**config.mk**
```make
export PLATFORM = sky130hd
export DESIGN_NAME = add_sub_pipe
export DESIGN_NICKNAME = d
export VERILOG_FILES = /design/src/rtl/add_sub_pipe.sv
export SDC_FILE = /design/constraint.sdc
export NUM_CORES = 1
export LEC_CHECK = 0
export BUFFER_PORTS_ARGS = -buffer_cell sky130_fd_sc_hd__buf_2
export CAP_MARGIN = 10
export CORE_AREA = 5 5 79 153
export CTS_CLUSTER_DIAMETER = 150
export DETAILED_ROUTE_END_ITERATION = 12
export DIE_AREA = 0 0 84 158
export MAX_ROUTING_LAYER = met4
export PLACE_DENSITY_LB_ADDON = 0.05
export SKIP_CTS_REPAIR_TIMING = 1
export SLEW_MARGIN = 10
export SYNTH_ARGS = -nofsm -noshare
export SYNTH_HDL_FRONTEND = slang
export SYNTH_SLANG_ARGS = --single-unit
```
**constraint.sdc**
```tcl
create_clock -name clk -period 3.9 [get_ports clk]
set_input_delay 0.195 -clock clk [delete_from_list [all_inputs] [get_ports clk]]
set_output_delay 0.195 -clock clk [all_outputs]
set_load 0.005 [all_outputs]
```
**src/rtl/add_sub_pipe.sv**
```systemverilog
// rtl/add_sub_pipe.sv - pipelined integer adder/subtractor with saturation and flags
//
// Carry chain split into STAGES segments of WIDTH/STAGES bits, one register
// per segment; result and flags leave through the last register.
//   clk, rst_n            clock, asynchronous active-low reset
//   in_valid / in_ready   operand beat handshake (A, B, Signed, Sub, Sat)
//   out_valid / out_ready result beat handshake (S, Zero, Overflow, Negative)
module add_sub_pipe #(
    parameter int WIDTH  = 32,
    parameter int STAGES = 2
) (
    input  logic             clk,
    input  logic             rst_n,
    input  logic             in_valid,
    output logic             in_ready,
    input  logic [WIDTH-1:0] A,
    input  logic [WIDTH-1:0] B,
    input  logic             Signed,
    input  logic             Sub,
    input  logic             Sat,
    output logic             out_valid,
    input  logic             out_ready,
    output logic [WIDTH-1:0] S,
    output logic             Zero,
    output logic             Overflow,
    output logic             Negative
);

    localparam int SEG  = WIDTH / STAGES;
    localparam int LAST = STAGES - 1;
    // at least one intermediate slot so the arrays stay legal for STAGES=1
    localparam int NP   = (STAGES > 1) ? STAGES - 1 : 1;

    // intermediate pipeline registers (between segment k and k+1)
    logic             r_v   [NP];
    logic [WIDTH-1:0] r_a   [NP];
    logic [WIDTH-1:0] r_b   [NP];
    logic [WIDTH-1:0] r_r   [NP];
    logic             r_c   [NP];
    logic             r_sgn [NP];
    logic             r_sub [NP];
    logic             r_sat [NP];

    // per-segment inputs and results
    logic             w_v_in   [STAGES];
    logic [WIDTH-1:0] w_a_in   [STAGES];
    logic [WIDTH-1:0] w_b_in   [STAGES];
    logic [WIDTH-1:0] w_r_in   [STAGES];
    logic             w_c_in   [STAGES];
    logic             w_sgn_in [STAGES];
    logic             w_sub_in [STAGES];
    logic             w_sat_in [STAGES];
    logic [SEG:0]     w_sum    [STAGES];
    logic [WIDTH-1:0] w_r_out  [STAGES];

    logic             w_adv;
    logic [WIDTH-1:0] w_raw;
    logic             w_cy;
    logic             w_a_msb;
    logic             w_b_msb;
    logic             w_ovf;
    logic             w_neg;
    logic [WIDTH-1:0] w_s;

    // the whole pipe moves as one; it only stalls when a result is stuck
    assign w_adv    = ~out_valid | out_ready;
    assign in_ready = w_adv;

    // segment 0 is fed from the ports (B inverted and carry-in set for subtract),
    // later segments from the previous register
    always_comb begin
        w_v_in[0]   = in_valid;
        w_a_in[0]   = A;
        w_b_in[0]   = Sub ? ~B : B;
        w_r_in[0]   = '0;
        w_c_in[0]   = Sub;
        w_sgn_in[0] = Signed;
        w_sub_in[0] = Sub;
        w_sat_in[0] = Sat;
        for (int k = 1; k < STAGES; k++) begin
            w_v_in[k]   = r_v[k-1];
            w_a_in[k]   = r_a[k-1];
            w_b_in[k]   = r_b[k-1];
            w_r_in[k]   = r_r[k-1];
            w_c_in[k]   = r_c[k-1];
            w_sgn_in[k] = r_sgn[k-1];
            w_sub_in[k] = r_sub[k-1];
            w_sat_in[k] = r_sat[k-1];
        end
    end

    always_comb begin
        for (int k = 0; k < STAGES; k++) begin
            w_sum[k] = {1'b0, w_a_in[k][k*SEG +: SEG]}
                     + {1'b0, w_b_in[k][k*SEG +: SEG]}
                     + {{SEG{1'b0}}, w_c_in[k]};
            w_r_out[k] = w_r_in[k];
            w_r_out[k][k*SEG +: SEG] = w_sum[k][SEG-1:0];
        end
    end

    // flags and saturation on the completed sum, registered with out_valid
    always_comb begin
        w_raw   = w_r_out[LAST];
        w_cy    = w_sum[LAST][SEG];
        w_a_msb = w_a_in[LAST][WIDTH-1];
        w_b_msb = w_b_in[LAST][WIDTH-1];
        if (w_sgn_in[LAST]) begin
            w_ovf = (w_a_msb == w_b_msb) & (w_raw[WIDTH-1] != w_a_msb);
            // with differing signs no overflow is possible, so R's sign is true;
            // with equal signs the true sign is the shared operand sign
            w_neg = (w_a_msb ^ w_b_msb) ? w_raw[WIDTH-1] : w_a_msb;
        end else begin
            w_ovf = w_sub_in[LAST] ? ~w_cy : w_cy;
            w_neg = w_sub_in[LAST] & ~w_cy;
        end
        if (w_sat_in[LAST] & w_ovf) begin
            if (w_sgn_in[LAST])
                w_s = w_neg ? {1'b1, {(WIDTH-1){1'b0}}} : {1'b0, {(WIDTH-1){1'b1}}};
            else
                w_s = w_sub_in[LAST] ? '0 : '1;
        end else begin
            w_s = w_raw;
        end
    end

    always_ff @(posedge clk or negedge rst_n) begin
        if (!rst_n) begin
            for (int k = 0; k < NP; k++) begin
                r_v[k]   <= 1'b0;
                r_a[k]   <= '0;
                r_b[k]   <= '0;
                r_r[k]   <= '0;
                r_c[k]   <= 1'b0;
                r_sgn[k] <= 1'b0;
                r_sub[k] <= 1'b0;
                r_sat[k] <= 1'b0;
            end
            out_valid <= 1'b0;
            S         <= '0;
            Zero      <= 1'b0;
            Overflow  <= 1'b0;
            Negative  <= 1'b0;
        end else if (w_adv) begin
            for (int k = 0; k < STAGES - 1; k++) begin
                r_v[k]   <= w_v_in[k];
                r_a[k]   <= w_a_in[k];
                r_b[k]   <= w_b_in[k];
                r_r[k]   <= w_r_out[k];
                r_c[k]   <= w_sum[k][SEG];
                r_sgn[k] <= w_sgn_in[k];
                r_sub[k] <= w_sub_in[k];
                r_sat[k] <= w_sat_in[k];
            end
            out_valid <= w_v_in[LAST];
            S         <= w_s;
            Zero      <= (w_s == '0);
            Overflow  <= w_ovf;
            Negative  <= w_neg;
        end
    end

endmodule

```
==> results of run 1 <==
placed cells by master, fill, tap and decap left out, drive strengths merged, types with 4 or more instances in the layout:
cell type	count
buf	128
nand2	124
dfrtp	89
o21ai	66
a21oi	55
nor2	35
ha	32
xnor2	31
xor2	25
inv	15
clkbuf	15
o21a	11
a31oi	7
nand2b	6
o21bai	6
nand3	5
a211o	5
a21o	4
nor3	4
nor4	4
logic make-up after synthesis:
kind of cell	synth area share
flops	0.427
xor+xnor	0.0941
simple gates	0.160
mux	0.00216
buf+inv	0.0343
compound gates	0.194
fa+ha+maj	0.0883
where the power goes:
| group | internal [uW] | switching (uW) |
|---|---|---|
| Clock | 486 | 356 |
| Sequential | 1200 | 198 |
| Combinational | 701 | 810 |
worst max-delay path, stage by stage, from the launching register on:
cell                      delay, ns
sky130_fd_sc_hd__dfrtp_1       0.38
sky130_fd_sc_hd__fa_2          0.23
sky130_fd_sc_hd__inv_2         0.04
sky130_fd_sc_hd__fa_2          0.52
sky130_fd_sc_hd__inv_1         0.07
sky130_fd_sc_hd__or4_1         0.59
sky130_fd_sc_hd__nor3_1        0.22
sky130_fd_sc_hd__nor4b_1       0.35
sky130_fd_sc_hd__or3b_1        0.40
sky130_fd_sc_hd__nor4_1        0.44
sky130_fd_sc_hd__a21oi_1       0.16
sky130_fd_sc_hd__o41ai_2       0.27
sequential cells by signal, indices dropped and copies added, names as in the netlist, 16 cells and up:
name	count
r_r	16
S	32
r_a	16
r_b	16
routing by layer:
metal,wire length [um],track usage
met4,286,0.0805
met3,417,0.0286
met5,0,-
met1,5100,0.211
met2,8110,0.430
area by class of cell:
type | count | area share
multi-input combinational | 458 | 0.449
tap | 140 | 0.0273
inverter | 15 | 0.00878
clock buffer | 13 | 0.0421
timing repair buffer | 131 | 0.122
clock inverter | 3 | 0.00371
sequential | 89 | 0.347
through the flow:
stage	total power [uW]	hold slack, ns	setup slack [ns]	util
2_1_floorplan	2260	-0.101	0.133	-
3_3_place_gp	2780	0.294	0.0486	0.548
3_5_place_dp	2820	0.300	-0.103	0.548
4_1_cts	3670	-0.0722	-0.124	0.576
5_1_grt	4010	0.0448	-0.0929	0.593
6_report	3750	0.0501	0.117	0.593
worst paths after layout:
path                                startpoint                     to  depth (start not counted)
min in group asynchronous                rst_n    r_a[27]$_DFFE_PN0P_                          2
setup reg to reg           r_a[16]$_DFFE_PN0P_       Zero$_DFFE_PN0P_                         11
setup / recovery           r_a[16]$_DFFE_PN0P_       Zero$_DFFE_PN0P_                         11
max in group asynchronous                rst_n    r_a[17]$_DFFE_PN0P_                          3
hold reg to reg                r_v$_DFFE_PN0P_  out_valid$_DFFE_PN0P_                          1
hold / removal                           A[27]    r_a[27]$_DFFE_PN0P_                          3
==> impl_metrics.yaml, run 1 <==
synth:
  ys_async_sr_fraction: 1.00
  number_of_enable_type_register_cells_in_the_synthesized_netlist: 0
  syn-mean-instance-area_sq_um: 8.81
  synth_top_cell_area_share: 0.427
  ys_top_cells_by_area: "sky130_fd_sc_hd__dfrtp_1 (43%), sky130_fd_sc_hd__nand2_1 (8.9%), sky130_fd_sc_hd__ha_1 (7.7%), sky130_fd_sc_hd__a21oi_1 (5.3%), sky130_fd_sc_hd__xnor2_1 (5.2%)"
  ys_dominant_reg_cell: "sky130_fd_sc_hd__dfrtp_1"
  yosys.cell_count.top_type: "sky130_fd_sc_hd__nand2_1"
  total_of_flip_flops_plus_latches_after_synthesis: 89
  syn-num-nets: 698
  yosysTopAreaCell: "sky130_fd_sc_hd__dfrtp_1"
  synth_commonest_cells: "sky130_fd_sc_hd__nand2_1 (123), sky130_fd_sc_hd__dfrtp_1 (89), sky130_fd_sc_hd__a21oi_1 (55)"
  post_synth_num_cell_types: 53
  synth-seq-area-share: 0.427
  synthesis.yosys.warnings: 0
  post_synthesis_instance_total: 592
  synthesis.area_sq_um: 5210
global_routing:
  grt_antenna_before_repair: 0
  via_count_of_the_first_global_routing_pass: 4635
  grt.overflow.total: 0
  global_route.usage.total: 0.217
  grt_first_pass_wirelength_um: 22000
  grt_start_max_net_pins: 108
die:
  core_area_sq_um: 10800
  boundaryPins: 108
  die-area_sq_um: 13300
  floorplan.rows: 54
  die-width_um: 84
  die_height_um: 158
  initial_core_util: 0.482
sta:
  report.final.hold_viol_count: 0
  grt_setup_unrepaired: "true"
  final_period_minus_worst_setup_slack_ns: 3.78
  relSlewSlack: 0.342
  timing.clock.skew_ns: 0.00815
  report.final.slew_viol_count: 0
  setup_violations: 0
  achievable-frequency_ghz: 0.264
  tightestPinTransition_ns: 0.987
  final_min_period_over_clock_period: 0.970
  finalSetupTns_ns: 0
clock_tree:
  cts_tree: "yes"
  clock_latency_ns: 0.34
  cts_buffers: 9
  cts_root_buffer: "sky130_fd_sc_hd__clkbuf_16"
  cts.path.max_buffers: 2
  cts_max_level: 3
  clock_pin_transition_on_the_worst_setup_and_hold_timing_paths_ns: 0.06
  clock_sink_count: 89
routing:
  detail_route.first_pass.iterations: 4
  routed_wl_um: 13900
  drt-vias-per-instance: 5.36
  first_iter_violations: 172
  via_count: 4548
  wl_per_cell_um: 16.4
  drt_drc_violations_left: 0
  postRouteAntennaNets: 0
critical_path:
  critPathKind: "flip-flop to flip-flop"
  critPathRequiredTime_ns: 4.13
  worstSetupEndpointType: "flip-flop"
  arrival_ns: 4.02
  worst-path-max-fanout: 2
  timing.reg2reg.setup_slack_ns: 0.12
  startpoint_type: "flip-flop"
run_status:
  result_of_the_run: "completed"
cells_and_area:
  n_antenna_cell: 0
  final_design_area_no_fill_sq_um: 6410
  drive_gt1_frac: 0.245
  area_growth_pct: 23.0
  final.fill_count: 1039
  design.final.nets: 810
  seqCellArea_sq_um: 2230
  instances_no_fill: 849
  multiInputGateArea_sq_um: 2880
job:
  cap_violations: 0
placement:
  gpl_wtd_cong: 0.867
  place_area_sq_um: 5930
  portBuffers: 107
  place_hpwl_um: 10500
  numPlacedInstances: 823
hold_path:
  hp-class: "input pin to flip-flop"
power:
  worst_ir_drop_vdd_mv: 0.321
  leakage_power_total_uw: 0.00301
  power-per-cell-area_nw_per_um2: 585
No activity file was read; power rests on OpenSTA's default activity.
==> run 2: changes to the inputs <==
- CORE_AREA: 5 5 79 153 -> 5 5 93 181
- DIE_AREA: 0 0 84 158 -> 0 0 98 186
==> impl_metrics.yaml, run 2 (same netlist as run 1, synthesis figures left out) <==
job:
  cap_violations: 0
global_routing:
  via_count_of_the_first_global_routing_pass: 4678
  grt.overflow.total: 0
  grt_first_pass_wirelength_um: 23500
  grt_antenna_before_repair: 0
  global_route.usage.total: 0.168
  grt_start_max_net_pins: 68
die:
  initial_core_util: 0.341
  die-area_sq_um: 18200
  floorplan.rows: 64
  die_height_um: 186
  die-width_um: 98
  boundaryPins: 108
  core_area_sq_um: 15300
run_status:
  result_of_the_run: "complete, but fails checks"
  violations: "negative hold slack"
cells_and_area:
  area_growth_pct: 23.0
  drive_gt1_frac: 0.239
  layout.cells.most_common: "sky130_fd_sc_hd__nand2_1"
  final.fill_count: 1615
  seqCellArea_sq_um: 2230
  registers.top_by_ff_count: "S"
  n_antenna_cell: 0
  final_cell_mix: "sky130_fd_sc_hd__nand2_1 (123), sky130_fd_sc_hd__buf_2 (106), sky130_fd_sc_hd__dfrtp_1 (89)"
  largest_reg_flops: 32
  multiInputGateArea_sq_um: 2870
  final_design_area_no_fill_sq_um: 6410
  instances_no_fill: 904
  design.final.nets: 807
placement:
  gpl_wtd_cong: 0.835
  place_area_sq_um: 6020
  place_hpwl_um: 11300
  numPlacedInstances: 884
  portBuffers: 107
sta:
  tightestPinTransition_ns: 0.862
  timing.clock.skew_ns: 0.00817
  report.final.slew_viol_count: 0
  setup_violations: 0
  achievable-frequency_ghz: 0.261
  report.final.hold_viol_count: 45
  relSlewSlack: 0.425
  grt_setup_unrepaired: "true"
  final_min_period_over_clock_period: 0.981
  final.hold.worst_slack_ns: -0.0295
  final_period_minus_worst_setup_slack_ns: 3.83
routing:
  drt_drc_violations_left: 0
  via_count: 4404
  drt-vias-per-instance: 4.87
  wl_per_cell_um: 16.1
  detail_route.first_pass.iterations: 4
  first_iter_violations: 98
  postRouteAntennaNets: 0
  routed_wl_um: 14600
power:
  worst_ir_drop_vdd_mv: 0.205
  power.total_uw: 3750
  power-per-cell-area_nw_per_um2: 585
  leakage_power_total_uw: 0.00299
critical_path:
  arrival_ns: 4.02
  worst-path-max-fanout: 8
  critPathRequiredTime_ns: 4.09
  critPathKind: "flip-flop to flip-flop"
  startpoint_type: "flip-flop"
  timing.reg2reg.setup_slack_ns: 0.07
  worstSetupEndpointType: "flip-flop"
hold_path:
  hp-class: "input pin to asynchronous set/reset pin"
clock_tree:
  cts_buffers: 9
  clock_pin_transition_on_the_worst_setup_and_hold_timing_paths_ns: 0.06
  cts_root_buffer: "sky130_fd_sc_hd__clkbuf_16"
  cts_tree: "yes"
  clock_latency_ns: 0.34
  cts_max_level: 3
  cts.path.max_buffers: 2
  clock_sink_count: 89
==> run 2: path summary, 6_finish.rpt <==
| path | start | endpoint | cells past startpoint |
|---|---|---|---|
| setup / recovery | r_c$_DFFE_PN0P_ | S[13]$_DFFE_PN0P_ | 21 |
| hold / removal | rst_n | r_b[27]$_DFFE_PN0P_ | 1 |
| setup reg to reg | r_c$_DFFE_PN0P_ | S[13]$_DFFE_PN0P_ | 21 |
| hold reg to reg | r_v$_DFFE_PN0P_ | out_valid$_DFFE_PN0P_ | 1 |
| max in group asynchronous | rst_n | S[13]$_DFFE_PN0P_ | 2 |
| min in group clk | Sat | r_sat$_DFFE_PN0P_ | 3 |
==> run 2: cell type report <==
cell class,count,share of cell area
Sequential cell,89,0.347
Inverter,15,0.00878
Timing Repair Buffer,128,0.111
Multi-Input combinational cell,458,0.447
Clock inverter,6,0.0101
Clock buffer,10,0.0373
Tap cell,198,0.0386
==> run 2: worst max-delay path: stages, from the launching register on <==
cell	delay [ns]
sky130_fd_sc_hd__dfrtp_1	0.42
sky130_fd_sc_hd__fa_2	0.43
sky130_fd_sc_hd__inv_2	0.08
sky130_fd_sc_hd__fa_2	0.22
sky130_fd_sc_hd__nor2b_2	0.05
sky130_fd_sc_hd__o31a_1	0.28
sky130_fd_sc_hd__nor2_1	0.10
sky130_fd_sc_hd__o21ai_1	0.08
sky130_fd_sc_hd__a31oi_1	0.21
sky130_fd_sc_hd__o21bai_1	0.11
sky130_fd_sc_hd__a21oi_2	0.15
sky130_fd_sc_hd__o21bai_1	0.11
sky130_fd_sc_hd__a21oi_2	0.15
sky130_fd_sc_hd__ha_1	0.24
sky130_fd_sc_hd__nor2_1	0.10
sky130_fd_sc_hd__a31oi_1	0.05
sky130_fd_sc_hd__o211ai_1	0.15
sky130_fd_sc_hd__nand2_2	0.18
sky130_fd_sc_hd__buf_4	0.18
sky130_fd_sc_hd__buf_4	0.17
sky130_fd_sc_hd__a21oi_1	0.15
sky130_fd_sc_hd__o21ai_1	0.07
==> run 2: per-stage QoR <==
step | utilization | setup slack (ns) | setup TNS (ns)
detailed placement | 0.394 | -0.0868 | -0.368
global placement | 0.394 | 0.0293 | 0
finish | 0.419 | 0.0743 | 0
CTS | 0.414 | -0.183 | -3.25
floorplan | - | 0.133 | 0
global route | 0.419 | -0.144 | -3.73
==> run 2: power breakdown <==
part           internal (uW)  leakage [uW]  switching (uW)  total [uW]
Clock                    516      0.000149             368         885
Combinational            664       0.00178             790        1450
Sequential              1200       0.00106             213        1410
==> run 2: per-layer routing <==
| layer | routed length (um) | global-route usage | vias to the layer above |
|---|---|---|---|
| li1 | - | - | 2233 |
| met1 | 5340 | 0.168 | 2070 |
| met2 | 8480 | 0.325 | 84 |
| met3 | 459 | 0.0263 | 17 |
| met4 | 273 | 0.0605 | 0 |
| met5 | 0 | - | - |
==> run 3: changes to the inputs <==
==> constraint.sdc (replaced) <==
create_clock -name clk -period 4.89 [get_ports clk]
set_input_delay 0 -clock clk [delete_from_list [all_inputs] [get_ports clk]]
set_output_delay 0 -clock clk [all_outputs]
set_load 0.005 [all_outputs]
==> impl_metrics.yaml, run 3 (same netlist as run 1, synthesis figures left out) <==
run_status:
  result_of_the_run: "completed"
cells_and_area:
  largest_reg_flops: 32
  drive_gt1_frac: 0.187
  seqCellArea_sq_um: 2230
  layout.cells.most_common: "sky130_fd_sc_hd__nand2_1"
  final_cell_mix: "sky130_fd_sc_hd__nand2_1 (123), sky130_fd_sc_hd__buf_2 (106), sky130_fd_sc_hd__dfrtp_1 (89)"
  multiInputGateArea_sq_um: 2820
  final_design_area_no_fill_sq_um: 6590
  area_growth_pct: 26.4
  design.final.nets: 828
  n_antenna_cell: 0
  instances_no_fill: 925
  final.fill_count: 1563
  registers.top_by_ff_count: "S"
routing:
  via_count: 4529
  routed_wl_um: 14600
  wl_met3_um: 427
  drt-vias-per-instance: 4.90
  drt_drc_violations_left: 0
  topRoutingLayerUsed: "met4"
  wl_per_cell_um: 15.8
  met2_layer_wire_length_in_the_routed_design_um: 8340
  wl_met1_um: 5400
  postRouteAntennaNets: 0
  first_iter_violations: 129
  detail_route.first_pass.iterations: 4
sta:
  report.final.hold_viol_count: 0
  grt_setup_unrepaired: "false"
  final_period_minus_worst_setup_slack_ns: 4.33
  report.final.slew_viol_count: 0
  tightestPinTransition_ns: 0.990
  achievable-frequency_ghz: 0.231
  final.hold.worst_slack_ns: 0.0314
  finalSetupTns_ns: 0
  timing.clock.skew_ns: 0.00583
  final_min_period_over_clock_period: 0.885
  relSlewSlack: 0.340
  setup_violations: 0
clock_tree:
  cts.path.max_buffers: 2
  clock_pin_transition_on_the_worst_setup_and_hold_timing_paths_ns: 0.07
  cts_tree: "yes"
  cts_max_level: 3
  cts_buffers: 9
  cts_root_buffer: "sky130_fd_sc_hd__clkbuf_16"
  clock_sink_count: 89
  clock_latency_ns: 0.34
die:
  die-area_sq_um: 18200
  floorplan.rows: 64
  boundaryPins: 108
  initial_core_util: 0.341
  die_height_um: 186
  die-width_um: 98
  core_area_sq_um: 15300
global_routing:
  grt_first_pass_wirelength_um: 23500
  grt_start_max_net_pins: 92
  via_count_of_the_first_global_routing_pass: 4748
  global_route.usage.total: 0.168
  grt.overflow.total: 0
  grt_antenna_before_repair: 0
power:
  combPwrFrac: 0.377
  power_switching_share: 0.363
  power-per-cell-area_nw_per_um2: 444
  power.share.clock: 0.239
  leakage_power_total_uw: 0.00306
  worst_ir_drop_vdd_mv: 0.154
  intPower_uw: 1860
  power.switching_uw: 1060
  seqPwrFrac: 0.384
critical_path:
  timing.rr.end: "S[30]$_DFFE_PN0P_"
  reg2reg_from: "r_a[16]$_DFFE_PN0P_"
  arrival_ns: 4.55
  worst_reg_to_reg_path_cell_count: 20
  worst-path-max-fanout: 20
  startpoint_type: "flip-flop"
  worstSetupEndpointType: "flip-flop"
  critPathRequiredTime_ns: 5.11
  critPathKind: "flip-flop to flip-flop"
  timing.reg2reg.setup_slack_ns: 0.56
hold_path:
  hold_path_end: "r_b[17]$_DFFE_PN0P_"
  hold_path.startpoint: "B[17]"
  hp-class: "input pin to flip-flop"
  whs_path_depth: 4
job:
  cap_violations: 0
placement:
  numPlacedInstances: 872
  portBuffers: 107
  place_hpwl_um: 11000
  gpl_wtd_cong: 0.869
  place_area_sq_um: 5920
## run 3: cell count changes in the layout (fill, tap and decap cells not counted), sizes merged
cell	before	now
dlygate4sd3	0	37
buf	128	112
clkbuf	10	12
clkinv	2	1
inv	17	16
## run 3: worst max path at each step
stage / cells after the start / slack, ns / from / endpoint
floorplan: 21 / 1.12 / r_a[16]$_DFFE_PN0P_ / S[17]$_DFFE_PN0P_
global placement: 20 / 0.70 / r_a[16]$_DFFE_PN0P_ / S[30]$_DFFE_PN0P_
detailed placement: 20 / 0.60 / r_a[16]$_DFFE_PN0P_ / S[30]$_DFFE_PN0P_
CTS: 20 / 0.56 / r_a[16]$_DFFE_PN0P_ / S[30]$_DFFE_PN0P_
global route: 21 / 0.20 / r_a[16]$_DFFE_PN0P_ / S[17]$_DFFE_PN0P_
finish: 20 / 0.56 / r_a[16]$_DFFE_PN0P_ / S[30]$_DFFE_PN0P_
## run 3: power by group through the flow
stage | Clock, uW | Sequential (uW) | Combinational [uW]
after floorplan | 0 | 1090 | 707
after global placement | 0 | 1140 | 1090
after detailed placement | 0 | 1140 | 1100
after CTS | 721 | 1130 | 1110
after global routing | 756 | 1150 | 1250
final | 699 | 1120 | 1100
## run 3: critical path: stages (launching register included)
cell and delay [ns]:
sky130_fd_sc_hd__dfrtp_1 0.41, sky130_fd_sc_hd__fa_1 0.44, sky130_fd_sc_hd__inv_1 0.08, sky130_fd_sc_hd__fa_1 0.21, sky130_fd_sc_hd__nor2b_1 0.07, sky130_fd_sc_hd__o31a_1 0.30
sky130_fd_sc_hd__nor2_1 0.12, sky130_fd_sc_hd__o21ai_0 0.14, sky130_fd_sc_hd__a31oi_1 0.27, sky130_fd_sc_hd__o21bai_1 0.10, sky130_fd_sc_hd__a21oi_1 0.24, sky130_fd_sc_hd__o21bai_1 0.11
sky130_fd_sc_hd__a21oi_1 0.21, sky130_fd_sc_hd__ha_1 0.26, sky130_fd_sc_hd__nor2_1 0.10, sky130_fd_sc_hd__a31oi_1 0.05, sky130_fd_sc_hd__o211ai_1 0.18, sky130_fd_sc_hd__nand2_2 0.16
sky130_fd_sc_hd__buf_4 0.23, sky130_fd_sc_hd__and3_1 0.20, sky130_fd_sc_hd__o32a_1 0.32
## run 3: cell type report
type | instances | area share
well taps | 198 | 0.0376
inverters | 15 | 0.00854
repair buffers | 149 | 0.144
clock buffers | 12 | 0.0374
multi-input cells | 458 | 0.427
clock inverters | 4 | 0.00778
flip-flops and latches | 89 | 0.338
## run 3: per-layer routing
| metal | global-route usage | vias up |
|---|---|---|
| li1 | - | 2277 |
| met1 | 0.168 | 2138 |
| met2 | 0.319 | 93 |
| met3 | 0.0236 | 21 |
| met4 | 0.0765 | 0 |
| met5 | - | - |
## run 3: per-stage QoR
stage / util / setup WS, ns / power [uW]
6_report: 0.431 / 0.561 / 2920
5_1_grt: 0.431 / 0.202 / 3160
4_1_cts: 0.407 / 0.556 / 2950
3_5_place_dp: 0.387 / 0.601 / 2240
3_3_place_gp: 0.387 / 0.696 / 2230
2_1_floorplan: - / 1.12 / 1800
